**src/rtl/dmem_arbiter.sv**
```systemverilog
// Two-requester data-memory arbiter: core has fixed priority, loader is
// guaranteed a slot after MAX_HOLD consecutive core grants while it waits.
module dmem_arbiter #(
    parameter int MAX_HOLD = 4
) (
    input  logic        Clk,
    input  logic        Rst,

    input  logic        C_Req,
    input  logic        C_Wr,
    input  logic [31:0] C_Addr,
    input  logic [31:0] C_WrData,
    output logic        C_Gnt,
    output logic [31:0] C_RdData,
    output logic        C_RdValid,

    input  logic        L_Req,
    input  logic        L_Wr,
    input  logic [31:0] L_Addr,
    input  logic [31:0] L_WrData,
    output logic        L_Gnt,
    output logic [31:0] L_RdData,
    output logic        L_RdValid,

    output logic [31:0] M_Addr,
    output logic        M_Wr_en,
    output logic        M_Rd_en,
    output logic [31:0] M_Data_in,
    input  logic [31:0] M_Data_out
);

    localparam int HC_W = $clog2(MAX_HOLD + 1);

    typedef enum logic [1:0] {
        IDLE   = 2'd0,
        CORE   = 2'd1,
        LOADER = 2'd2
    } state_t;

    state_t          r_state;
    state_t          w_state_nxt;
    logic [HC_W-1:0] r_hc;
    logic            r_tag_valid;
    logic            w_c_gnt;
    logic            w_l_gnt;
    logic            w_hold_max;

    assign w_hold_max = (r_hc == HC_W'(MAX_HOLD));

    always_ff @(posedge Clk) begin
        if (Rst) begin
            r_state <= IDLE;
        end else begin
            r_state <= w_state_nxt;
        end
    end

    always_comb begin
        w_c_gnt     = 1'b0;
        w_l_gnt     = 1'b0;
        w_state_nxt = IDLE;
        M_Addr      = 32'd0;
        M_Data_in   = 32'd0;
        M_Wr_en     = 1'b0;
        M_Rd_en     = 1'b0;

        if (!Rst) begin
            if (L_Req && w_hold_max) begin
                w_l_gnt = 1'b1;
            end else if (C_Req) begin
                w_c_gnt = 1'b1;
            end else if (L_Req) begin
                w_l_gnt = 1'b1;
            end
        end

        if (w_c_gnt) begin
            w_state_nxt = CORE;
            M_Addr      = C_Addr;
            M_Data_in   = C_WrData;
            M_Wr_en     = C_Wr;
            M_Rd_en     = !C_Wr;
        end else if (w_l_gnt) begin
            w_state_nxt = LOADER;
            M_Addr      = L_Addr;
            M_Data_in   = L_WrData;
            M_Wr_en     = L_Wr;
            M_Rd_en     = !L_Wr;
        end
    end

    assign C_Gnt = w_c_gnt;
    assign L_Gnt = w_l_gnt;

    // Saturates at MAX_HOLD; the forced loader grant then clears it.
    always_ff @(posedge Clk) begin
        if (Rst) begin
            r_hc <= '0;
        end else if (!L_Req || w_l_gnt) begin
            r_hc <= '0;
        end else if (w_c_gnt && !w_hold_max) begin
            r_hc <= r_hc + 1'b1;
        end
    end

    // Read-tag owner is the previous cycle's grant owner, i.e. r_state.
    always_ff @(posedge Clk) begin
        if (Rst) begin
            r_tag_valid <= 1'b0;
        end else begin
            r_tag_valid <= M_Rd_en;
        end
    end

    assign C_RdValid = !Rst && r_tag_valid && (r_state == CORE);
    assign L_RdValid = !Rst && r_tag_valid && (r_state == LOADER);
    assign C_RdData  = C_RdValid ? M_Data_out : 32'd0;
    assign L_RdData  = L_RdValid ? M_Data_out : 32'd0;

endmodule

```
**config.mk**
```make
export PLATFORM = sky130hd
export DESIGN_NAME = dmem_arbiter
export DESIGN_NICKNAME = d
export VERILOG_FILES = /design/src/rtl/dmem_arbiter.sv
export SDC_FILE = /design/constraint.sdc
export NUM_CORES = 1
export LEC_CHECK = 0
export CORE_AREA = 10 10 107 109
export CTS_CLUSTER_DIAMETER = 150
export CTS_CLUSTER_SIZE = 30
export DETAILED_ROUTE_END_ITERATION = 10
export DIE_AREA = 0 0 117 119
export PLACE_DENSITY = 0.69
export SYNTH_ARGS = -nofsm -noshare
export SYNTH_HDL_FRONTEND = slang
export SYNTH_SLANG_ARGS = --single-unit
```
**constraint.sdc**
```tcl
create_clock -name Clk -period 1.7 [get_ports Clk]
set_input_delay 0.255 -clock Clk [delete_from_list [all_inputs] [get_ports Clk]]
set_output_delay 0.255 -clock Clk [all_outputs]
set_load 0.05 [all_outputs]
```
==> flow_summary_export.csv <==
group,metric,value,unit
yosys,yosysSeqAreaShare,8.735,%
global_routing,grt_pass1_wl,20440,µm
timing,period_minus_slack,1946,ps
layout,design_area,7153,µm²
layout,nets,672,
yosys,synthMostInstantiatedCell,"a22o_1",
timing,finalHoldViolCount,0,
timing,finalCritPeriodShare,114.5,%
drt,wl_met3,1867,µm
yosys,synth_top_area_cell,"a22o_1",
placement,io_buffers,299,
drt,met1Wirelength,5086,µm
drt,via_per_inst,4.687,
min_path,holdCritPathClass,"in2reg",
min_path,hold_start,"Rst",
drt,num_vias,2892,
clock_tree,cts.sinks,6,
drt,first_iter_violations,75,
clock_tree,clk_latency,220,ps
clock_tree,postCtsHoldBufs,0,
clock_tree,cts.path.max_buffers,2,
floorplanning,die_area,13920,µm²
power_and_ir_drop,ir_drop,0.2115,mV
global_routing,track_usage,18.87,%
global_routing,grt_pass1_vias,3232,
yosys,synth_area_leaders,"a22o_1 43%, and2_1 30%, dfxtp_1 8.7%",
clock_tree,root_buffer,"clkbuf_8",
setup_path,r2r_start,"r_hc[1]",
setup_path,cp_slowest_stage_delay,330,ps
setup_path,crit_fanout,6,
floorplanning,ios,300,
setup_path,ff2ff_path_depth,9,
drt,wl_met2,8489,µm
layout,nFillCells,560,
yosys,synth_area,1375,µm²
setup_path,worstSetupPathType,"reg2out",
placement,place.gp.congestion,0.7725,
floorplanning,die_w,117,µm
power_and_ir_drop,p_leak,0.003043,µW
floorplanning,die_y,119,µm
yosys,synth_edf_count,0,
floorplanning,core_area,9459,µm²
drt,topRoutingLayerUsed,"met4",
yosys,yosys_warnings,0,
floorplanning,rows,36,
setup_path,rr_endpoint,"r_tag_valid",
setup_path,cpMostUsedCell,"buf_12",
global_routing,grt_max_degree,34,
global_routing,antenna_found_initial,1,
yosys,synthCells,180,
timing,drv_slew,0,
clock_tree,cts_inserted_buffers,3,
placement,place_hpwl,11680,µm
setup_path,crit_chain,"inv_2 -> ha_4 -> nand2_4 -> a21oi_4 -> buf_6 -> buf_12 -> buf_16 -> a22o_4 -> buf_12",
setup_path,crit_buf_inv,5,
yosys,syn-num-nets,348,
yosys,synth_top_area_share,42.68,%
clock_tree,path_clk_slew,40,ps
layout,final_util,75.62,%
timing,rsz0062_at_grt,"yes",
drt,drc_errors,0,
drt,firstDrtPassIters,4,
setup_path,regToRegSetupSlack,210,ps
clock_tree,htreeDepth,1,
setup_path,arrival,1690,ps
setup_path,start_kind,"register",
yosys,async_flop_share,0,%
flow_run,maxCapViolations,0,
yosys,synthTopCellsByCount,"67 x a22o_1, 66 x and2_1, 9 x clkbuf_1, 7 x buf_2, 6 x dfxtp_1",
outcome,outcome,"finished, violations left",
layout,multi_input_area,1797,µm²
yosys,ys_types,21,
timing,relSlewSlack,82.54,%
setup_path,end_kind,"output port",
yosys,ys_seq_elements,6,
setup_path,slowest_stage,"dfxtp_2",
timing,timing.hold.ws,414.6,ps
layout,seqCellArea,122.6,µm²
timing,setup_violations,68,
timing,setup_slack,-246.4,ps
timing,finalClockSkew,1.338,ps
power_and_ir_drop,p_per_area,299.7,nW/µm²
yosys,synth_area_per_cell,7.639,µm²
outcome,violations,"setup timing",
setup_path,critPathTopFamily,"buffers and inverters",
drt,ant_nets,0,
timing,fmax,0.5138,GHz
yosys,ys.flop_type,"dfxtp_1",
layout,layout-drive-gt1-share,54.78,%
min_path,hold_path_depth,3,
layout,area_growth,420.2,%
timing,worstMarginPinSlew,261.9,ps
drt,routedWlPerCell,25.49,µm
setup_path,critPathRequiredTime,1440,ps
drt,drt_wl_total,15730,µm
floorplanning,start_util,14.54,%
clock_tree,cts_tree,"built",
global_routing,overflow,0,
min_path,holdPathEnd,"r_state[1]",
placement,place_area,6101,µm²
==> area by class of cell <==
| class | count | area share [%] |
|---|---|---|
| timing repair buffer | 339 | 70.35 |
| multi-input combinational | 150 | 25.12 |
| tap | 114 | 1.994 |
| sequential | 6 | 1.714 |
| clock buffer | 3 | 0.5772 |
| inverter | 4 | 0.2099 |
| antenna | 1 | 0.03498 |
==> cell families after synthesis <==
kind of cell	after synthesis	share of synthesized area [%]
AOI/OAI and AO/OA	69	43.68
muxes	1	0.7280
adders and majority gates	2	1.820
buffers and inverters	25	9.462
and+or+nand+nor	77	35.58
DFF	6	8.736
==> how the worst max path moves through the flow <==
stage	from	to	slack, ps	cells after the start
global route	r_hc[1]	M_Data_in[2]	-290	9
detailed placement	L_Req	M_Addr[26]	-360	6
CTS	r_hc[1]	M_Data_in[3]	-240	7
global placement	L_Req	M_Addr[26]	-330	6
finish	r_hc[1]	M_Data_in[2]	-250	9
floorplan	r_hc[0]	M_Addr[0]	-50	7
==> power breakdown <==
group | total, µW | switching (µW) | internal [µW] | leakage (µW)
Combinational | 1780 | 761 | 1020 | 0.00297
Clock | 210 | 58.2 | 152 | 0.0000216
Sequential | 150 | 2.80 | 147 | 0.0000501
==> worst reg2reg max path, cell delays in order, from the launching register on <==
cell	delay [ps]
dfxtp_2	330
inv_2	40
ha_4	170
nand2_4	80
a21oi_4	70
buf_6	130
buf_12	130
buf_16	130
buf_4	130
a22o_1	170
==> timing repair <==
item,CTS,global route
gates resized for setup,51,56
buffers inserted,8,0
pin swaps,13,32
cloned,6,12
setup endpoints to repair,134,123
==> state kept, by name, indices dropped and copies added (netlist names) <==
| register | count |
|---|---|
| r_state | 2 |
| r_hc | 3 |
| r_tag_valid | 1 |
==> metrics by stage <==
stage | setup WS (ps) | instances | power (µW) | setup TNS [ps]
after global placement | -331.8 | 587 | 1666 | -29710
after global routing | -292.6 | 617 | 2218 | -16850
final | -246.4 | 617 | 2144 | -13520
after detailed placement | -363.4 | 587 | 1688 | -32510
after floorplan | -53.94 | 180 | 742.4 | -2064
after CTS | -239.2 | 604 | 2026 | -13990
==> placed cells by master (no fill, tap or decap), types with 2 or more instances in the layout <==
cell type          n
and2_4            19
and4bb_4           2
and2_1            48
clkbuf_16          7
a22o_4            64
buf_16             5
dlygate4sd2_1      2
buf_6              8
inv_1              2
clkbuf_8           3
buf_8              2
nor2_1             2
buf_4              8
buf_12           143
dfxtp_2            2
clkdlybuf4s50_1  162
a22o_2             2
inv_2              2
dfxtp_1            4
==> metal layers <==
layer  track usage [%]  vias up
met3             8.735       14
li1                  -     1319
met2             35.98      186
met5                 0        -
met1             17.52     1373
met4             4.405        0
No activity file was read; power rests on OpenSTA's default activity.
